===== src/rtl/fp_add_sub_pipe.sv =====
// Three-stage pipelined IEEE-754 adder/subtractor with a valid/ready handshake, a tag and exception flags.
// Define FP_FTZ_EN to treat subnormal inputs as zero and flush subnormal results to signed zero.
module fp_add_sub_pipe #(
  parameter int EXP_W = 11,
  parameter int MAN_W = 52,
  parameter int TAG_W = 4
) (
  input  logic                   clk,
  input  logic                   rst,
  input  logic                   in_valid,
  output logic                   in_ready,
  input  logic [EXP_W+MAN_W:0]   in_a,
  input  logic [EXP_W+MAN_W:0]   in_b,
  input  logic                   in_is_sub,
  input  logic [TAG_W-1:0]       in_tag,
  output logic                   out_valid,
  input  logic                   out_ready,
  output logic [EXP_W+MAN_W:0]   out_res,
  output logic [TAG_W-1:0]       out_tag,
  output logic [3:0]             out_flags
);

  localparam int W   = 1 + EXP_W + MAN_W;
  localparam int MW  = MAN_W + 4;                       // hidden + fraction + guard/round/sticky
  localparam int LZW = $clog2(MW + 1);
  localparam int XW  = ((EXP_W > LZW) ? EXP_W : LZW) + 2;
  localparam logic [EXP_W-1:0] EXP_MAX = '1;
  localparam logic [W-1:0] QNAN = {1'b0, {EXP_W{1'b1}}, 1'b1, {(MAN_W-1){1'b0}}};

  logic adv;
  assign adv      = ~out_valid | out_ready;
  assign in_ready = adv;

  // ---------------- Stage 1: unpack, classify, swap, align ----------------
  logic             a_sign, b_sign;
  logic [EXP_W-1:0] a_exp, b_exp, a_eexp, b_eexp, big_exp, small_exp, exp_diff;
  logic [MAN_W-1:0] a_frac, b_frac;
  logic [MAN_W:0]   a_mant, b_mant, big_mant, small_mant;
  logic             a_nan, b_nan, a_snan, b_snan, a_inf, b_inf, a_ge_b, big_sign;
  logic [2*MW-1:0]  shifted;
  logic [MW-1:0]    small_al;
  logic [W-1:0]     spec_res;
  logic             spec_nv, is_special;

  assign a_sign = in_a[W-1];
  assign a_exp  = in_a[W-2:MAN_W];
  assign a_frac = in_a[MAN_W-1:0];
  assign b_sign = in_b[W-1] ^ in_is_sub;
  assign b_exp  = in_b[W-2:MAN_W];
  assign b_frac = in_b[MAN_W-1:0];

  assign a_nan  = (a_exp == EXP_MAX) & (|a_frac);
  assign b_nan  = (b_exp == EXP_MAX) & (|b_frac);
  assign a_snan = a_nan & ~a_frac[MAN_W-1];
  assign b_snan = b_nan & ~b_frac[MAN_W-1];
  assign a_inf  = (a_exp == EXP_MAX) & ~(|a_frac);
  assign b_inf  = (b_exp == EXP_MAX) & ~(|b_frac);
  assign is_special = a_nan | b_nan | a_inf | b_inf;

`ifdef FP_FTZ_EN
  assign a_mant = (|a_exp) ? {1'b1, a_frac} : '0;
  assign b_mant = (|b_exp) ? {1'b1, b_frac} : '0;
`else
  assign a_mant = {|a_exp, a_frac};
  assign b_mant = {|b_exp, b_frac};
`endif
  // Subnormals share the scale of exponent 1; only the hidden bit differs.
  assign a_eexp = (|a_exp) ? a_exp : EXP_W'(1);
  assign b_eexp = (|b_exp) ? b_exp : EXP_W'(1);

  assign a_ge_b     = {a_eexp, a_mant} >= {b_eexp, b_mant};
  assign big_sign   = a_ge_b ? a_sign : b_sign;
  assign big_exp    = a_ge_b ? a_eexp : b_eexp;
  assign small_exp  = a_ge_b ? b_eexp : a_eexp;
  assign big_mant   = a_ge_b ? a_mant : b_mant;
  assign small_mant = a_ge_b ? b_mant : a_mant;
  assign exp_diff   = big_exp - small_exp;

  // NOTE: combinational blocks use blocking '=' and assign every output first, so no latch can be inferred.
  always_comb begin
    shifted = {small_mant, 3'b000, {MW{1'b0}}} >> exp_diff;
    if (32'(exp_diff) >= MAN_W + 3)
      small_al = {{(MW-1){1'b0}}, |small_mant};
    else
      small_al = {shifted[2*MW-1:MW+1], shifted[MW] | (|shifted[MW-1:0])};
  end

  always_comb begin
    spec_res = QNAN;
    spec_nv  = a_snan | b_snan;
    if (!(a_nan || b_nan)) begin
      if (a_inf && b_inf && (a_sign != b_sign)) spec_nv = 1'b1;
      else if (a_inf) spec_res = {a_sign, EXP_MAX, {MAN_W{1'b0}}};
      else            spec_res = {b_sign, EXP_MAX, {MAN_W{1'b0}}};
    end
  end

  logic             s1_valid, s1_special, s1_nv, s1_sign, s1_sub;
  logic [TAG_W-1:0] s1_tag;
  logic [W-1:0]     s1_spec;
  logic [EXP_W-1:0] s1_exp;
  logic [MW-1:0]    s1_big, s1_small;

  // ---------------- Stage 2: add/sub, leading-zero count, normalise ----------------
  logic [MW:0]      sum;
  logic [LZW-1:0]   lz;
  logic [XW-1:0]    exp_x, lz_x, sh, n_exp;
  logic [MW-1:0]    n_mant;
  logic             n_zero, n_sign;

  always_comb begin
    sum = s1_sub ? ({1'b0, s1_big} - {1'b0, s1_small}) : ({1'b0, s1_big} + {1'b0, s1_small});
    lz  = LZW'(MW);
    for (int i = 0; i < MW; i++)
      if (sum[i]) lz = LZW'(MW - 1 - i);
    exp_x  = {{(XW-EXP_W){1'b0}}, s1_exp};
    lz_x   = {{(XW-LZW){1'b0}}, lz};
    sh     = '0;
    n_zero = ~(|sum);
    // Exact cancellation is +0; equal-signed zeros keep their sign.
    n_sign = n_zero ? (s1_sign & ~s1_sub) : s1_sign;
    if (sum[MW]) begin
      n_mant = {sum[MW:2], sum[1] | sum[0]};
      n_exp  = exp_x + XW'(1);
    end else begin
      // Left shift stops at exponent 1, leaving subnormal results denormalised.
      sh     = (lz_x < exp_x - XW'(1)) ? lz_x : exp_x - XW'(1);
      n_mant = sum[MW-1:0] << sh;
      n_exp  = exp_x - sh;
    end
  end

  logic             s2_valid, s2_special, s2_nv, s2_sign, s2_zero;
  logic [TAG_W-1:0] s2_tag;
  logic [W-1:0]     s2_spec;
  logic [XW-1:0]    s2_exp;
  logic [MW-1:0]    s2_mant;

  // ---------------- Stage 3: round to nearest even, pack, flags ----------------
  logic             inexact, round_up, ovf, tiny;
  logic [MAN_W+1:0] mant_r;
  logic [MAN_W:0]   mant_f;
  logic [XW-1:0]    exp_r;
  logic [EXP_W-1:0] exp_field;
  logic [W-1:0]     p_res;
  logic [3:0]       p_flags;

  always_comb begin
    inexact  = s2_mant[2] | (|s2_mant[1:0]);
    round_up = s2_mant[2] & ((|s2_mant[1:0]) | s2_mant[3]);
    mant_r   = {1'b0, s2_mant[MW-1:3]} + {{(MAN_W+1){1'b0}}, round_up};
    if (mant_r[MAN_W+1]) begin
      mant_f = mant_r[MAN_W+1:1];
      exp_r  = s2_exp + XW'(1);
    end else begin
      mant_f = mant_r[MAN_W:0];
      exp_r  = s2_exp;
    end
    tiny      = ~mant_f[MAN_W];
    exp_field = tiny ? '0 : exp_r[EXP_W-1:0];
    ovf       = exp_r >= {{(XW-EXP_W){1'b0}}, EXP_MAX};
    p_res     = {s2_sign, exp_field, mant_f[MAN_W-1:0]};
    p_flags   = {2'b00, tiny & inexact, inexact};
    if (s2_special) begin
      p_res   = s2_spec;
      p_flags = {s2_nv, 3'b000};
    end else if (s2_zero) begin
      p_res   = {s2_sign, {(W-1){1'b0}}};
      p_flags = 4'b0000;
    end else if (ovf) begin
      p_res   = {s2_sign, EXP_MAX, {MAN_W{1'b0}}};
      p_flags = 4'b0101;
    end
`ifdef FP_FTZ_EN
    else if (tiny) begin
      p_res   = {s2_sign, {(W-1){1'b0}}};
      p_flags = 4'b0011;
    end
`endif
  end

  // ---------------- Registers ----------------
  // NOTE: sequential state uses non-blocking '<=' so every stage samples the previous stage's old value.
  always_ff @(posedge clk) begin
    if (rst) begin
      s1_valid  <= 1'b0;
      s2_valid  <= 1'b0;
      out_valid <= 1'b0;
      out_res   <= '0;
      out_tag   <= '0;
      out_flags <= '0;
    end else if (adv) begin
      s1_valid  <= in_valid;
      s2_valid  <= s1_valid;
      out_valid <= s2_valid;
      if (s2_valid) begin
        out_res   <= p_res;
        out_tag   <= s2_tag;
        out_flags <= p_flags;
      end
    end
  end

  // NOTE: datapath registers carry no reset; a slot's contents are ignored unless its valid bit is set.
  always_ff @(posedge clk) begin
    if (adv) begin
      s1_tag     <= in_tag;
      s1_special <= is_special;
      s1_spec    <= spec_res;
      s1_nv      <= spec_nv;
      s1_sign    <= big_sign;
      s1_sub     <= a_sign ^ b_sign;
      s1_exp     <= big_exp;
      s1_big     <= {big_mant, 3'b000};
      s1_small   <= small_al;

      s2_tag     <= s1_tag;
      s2_special <= s1_special;
      s2_spec    <= s1_spec;
      s2_nv      <= s1_nv;
      s2_sign    <= n_sign;
      s2_zero    <= n_zero;
      s2_exp     <= n_exp;
      s2_mant    <= n_mant;
    end
  end

endmodule

===== config.mk =====
export PLATFORM = sky130hd
export DESIGN_NAME = fp_add_sub_pipe
export DESIGN_NICKNAME = d
export VERILOG_FILES = /design/src/rtl/fp_add_sub_pipe.sv
export SDC_FILE = /design/constraint.sdc
export NUM_CORES = 2
export LEC_CHECK = 0
export ABC_AREA = 0
export CORE_MARGIN = 2
export CORE_UTILIZATION = 55
export CTS_CLUSTER_SIZE = 30
export DETAILED_ROUTE_END_ITERATION = 8
export DONT_BUFFER_PORTS = 1
export GPL_TIMING_DRIVEN = 0
export PLACE_DENSITY_LB_ADDON = 0.2
export SETUP_SLACK_MARGIN = 0.5
export SLEW_MARGIN = 20
export SYNTH_ARGS = -nofsm -noshare
export SYNTH_HDL_FRONTEND = slang
export SYNTH_SLANG_ARGS = --single-unit

===== constraint.sdc =====
create_clock -name clk -period 13.05 [get_ports clk]
set_clock_uncertainty 0.1 [all_clocks]
set_input_delay 0.6525 -clock clk [delete_from_list [all_inputs] [get_ports clk]]
set_output_delay 0.6525 -clock clk [all_outputs]
set_load 0.1 [all_outputs]

==> impl_metrics.csv <==
group,metric,value,unit
run_status,status,"finished, final reports clean",
setup_path,crit_type,"flop to flop",
clock_tree,htreeDepth,1,
timing,period_share,87.01,%
drt,vias,30160,
logic_synthesis,async_reset_ff_share,0,%
final_layout,fillers,5059,
setup_path,cp-start-kind,"flop",
logic_synthesis,ys_seq_elements,284,
pwr,power.total,5.430,mW
logic_synthesis,synth_ff_type,"edfxtp_1",
setup_path,r2r-end,"s2_exp[9]",
global_route,grt_first_pass_wirelength,173700,um
setup_path,cp_max_fo,10,
placed_design,dp.cells,4441,
clock_tree,cts_resized,0,
setup_path,cp_slowest_stage_delay,0.71,ns
setup_path,crit_top_cell,"clkbuf_1",
clock_tree,cts_hold_buf,0,
pwr,p_leak,12.79,nW
final_layout,fin_cells,4499,
placed_design,hpwl,94030,um
final_layout,nets,4105,
logic_synthesis,synth.largest_area_cell,"edfxtp_1",
drt,drtIter0Drc,2958,
clock_tree,cts_buffers,31,
drt,drc_errors,0,
logic_synthesis,synth-edff-count,209,
clock_tree,path_clk_slew,0.07,ns
drt,met1_length,42690,um
timing,fin_crit,11.36,ns
global_route,grt-ovfl-total,0,
setup_path,cp.arrival,11.60,ns
setup_path,reg2reg_depth,36,
clock_tree,insertion_delay,0.61,ns
pwr,ir_drop,0.0001234,V
die,die_h,238.4,um
setup_path,cp.required,13.29,ns
die,die_area,56840,sq um
clock_tree,cts_root_buf,"clkbuf_16",
timing,timing.hold.ws,0.03871,ns
final_layout,utilization,59.66,%
worst_hold_path,hold_start,"in_tag[2]",
timing,drv_slew,0,
worst_hold_path,whs_endpoint,"s1_tag[2]",
run,drv_cap,0,
logic_synthesis,synth_cells,3740,
drt,wl_per_cell,25.78,um
setup_path,critical_path_buf_inv_count,12,
die,row_count,85,
clock_tree,cts_tree,"built",
global_route,grt_max_degree,60,
logic_synthesis,ys_seq_area_share,25.73,%
logic_synthesis,postSynthAreaPerCell,8.081,sq um
die,coreArea,54030,sq um
pwr,power_density,168.5,nW/um^2
drt,top_layer,"met5",
placed_design,gp_congestion,1.145,
global_route,first_global_vias,28840,
logic_synthesis,netlist_area,30220,sq um
final_layout,drive_above_1_share,7.549,%
worst_hold_path,hold_class,"primary input to flop",
setup_path,endpoint_kind,"flop",
die,start_util,55.94,%
setup_path,reg2reg_slack,1.69,ns
die,io-pin-count,211,
logic_synthesis,ys_top_cells_by_count,"410 x nand2_1, 325 x nor2_1, 266 x mux2i_1",
placed_design,portBuffers,0,
setup_path,cpMaxStageDelayCell,"clkbuf_1",
drt,drt_wl_total,116000,um
drt,ant_nets,0,
worst_hold_path,hold_depth,0,
clock_tree,clk_path_buf_depth,3,
timing,fmax,88.07,MHz
logic_synthesis,yosysTopAreaCellShare,20.77,%
clock_tree,cts_setup_buffers,0,
global_route,grt.total_usage,40.15,%
timing,finalHoldViolations,0,
global_route,antenna_found_initial,3,
logic_synthesis,synthMostInstantiatedCell,"nand2_1",
drt,vias_per_cell,6.704,
timing,finalSetupViolCount,0,
setup_path,reg2reg_from,"s1_sub",
die,die_x,238.4,um
drt,met3WireLength,9692,um
drt,drt-pass1-iter-count,9,
timing,max-slew-margin-rel,15.04,%
logic_synthesis,yosys_warnings,0,
timing,fin_tns_setup,0,ns
timing,rsz0062_at_grt,"no",
clock_tree,cts_sinks,284,
setup_path,crit_family,"buffers and inverters",
drt,dr_wl_met2,52460,um
final_layout,syn2layout_area_growth,6.648,%
logic_synthesis,synthTopCellsByArea,"edfxtp_1 21%, mux2i_1 8.8%, ha_1 7.8%, nand2_1 5.1%, dfxtp_1 5.0%",
timing,tightest_slew,1.263,ns
logic_synthesis,synth_nets,4067,
logic_synthesis,ys_types,104,
## cells in the final DEF, fill, tap and decap left out, types with 41 or more instances in the layout
cell type  Yosys  final
o211ai_1      45     45
ha_1         188    188
nor2_1       325    325
a211oi_1      47     47
a21oi_1      248    248
o22ai_1       59     59
nand3_1      101    101
a21o_1        45     45
a31oi_1       41     41
nor3_1        98     97
o21ai_0      225    224
nand4_1       59     59
and3_1        51     51
dfxtp_1       75     75
mux2_2        77     77
buf_2         41     41
a22oi_1       54     54
inv_1        218    218
nand2_1      410    410
xnor2_1      100    100
edfxtp_1     209    209
clkbuf_1     155    159
mux2i_1      266    263
nor4_1        53     52
## worst max-delay path by stage
stage | from | slack (ns) | cells after the start | end
finish | s1_sub | 1.69 | 36 | s2_exp[9]
global placement | out_valid | 0.25 | 6 | out_flags[0]
floorplan | out_valid | 3.61 | 6 | out_flags[0]
CTS | s1_sub | 1.80 | 34 | s2_exp[9]
detailed placement | s1_sub | 1.84 | 34 | s2_exp[9]
global route | s1_sub | 1.25 | 37 | s2_exp[9]
## worst reg2reg max path, delay by kind of cell, from the launching register on
family	cells	cell delay, ns
AOI/OAI and AO/OA	12	2.17
DFF	1	0.58
muxes	1	0.65
adders and majority gates	2	0.58
buffers and inverters	12	4.87
and+or+nand+nor	7	1.51
xor gates and xnor gates	2	0.59
## cells by family after synthesis
family / after synthesis / synth area share [%]
flops: 284 / 25.73
mux: 378 / 14.20
compound gates: 1002 / 21.78
simple gates: 1297 / 20.44
buf+inv: 455 / 6.044
fa+ha+maj: 190 / 7.915
xor+xnor: 134 / 3.883
## final cells by class
class	count	area (sq um)	area share (%)
multi-input combinational	3001	20670	64.11
buffer	234	1001	3.105
clock inverter	18	132.6	0.4115
timing repair buffer	5	117.6	0.3649
antenna	1	2.502	0.007763
clock buffer	39	835.8	2.593
tap	696	870.8	2.702
inverter	221	829.5	2.574
sequential	284	7777	24.13
## layer usage
metal | global-route usage (%) | vias to the layer above
met5 | 0 | -
met4 | 32.31 | 4
met3 | 7.288 | 504
met2 | 65.87 | 1716
met1 | 46.05 | 14010
li1 | - | 13930
## flip-flops by register name, summed over array words and instances, names as in the netlist
register / count
s1_nv: 1
s2_valid: 1
s2_special: 1
s1_sub: 1
s2_mant: 56
out_valid: 1
s1_special: 1
s1_valid: 1
s1_spec: 2
s1_tag: 4
s2_sign: 1
s2_exp: 13
s1_small: 56
s1_exp: 11
out_res: 64
s2_nv: 1
out_tag: 4
s2_tag: 4
s2_zero: 1
s1_sign: 1
s2_spec: 2
out_flags: 4
s1_big: 53
## report_power, final
group	total, mW	internal, mW	switching [mW]
combinational	3.15	1.10	2.05
clock	0.844	0.473	0.371
sequential	1.44	1.19	0.249
total	5.43	2.76	2.67
## through the flow
| stage | cell area [sq um] | setup slack [ns] |
|---|---|---|
| after floorplan | 30220 | 3.610 |
| after global placement | 31090 | 0.2528 |
| after detailed placement | 31230 | 1.843 |
| after CTS | 32200 | 1.796 |
| after global routing | 32230 | 1.250 |
| final | 32230 | 1.695 |
Power figures use the tool's default switching activity.
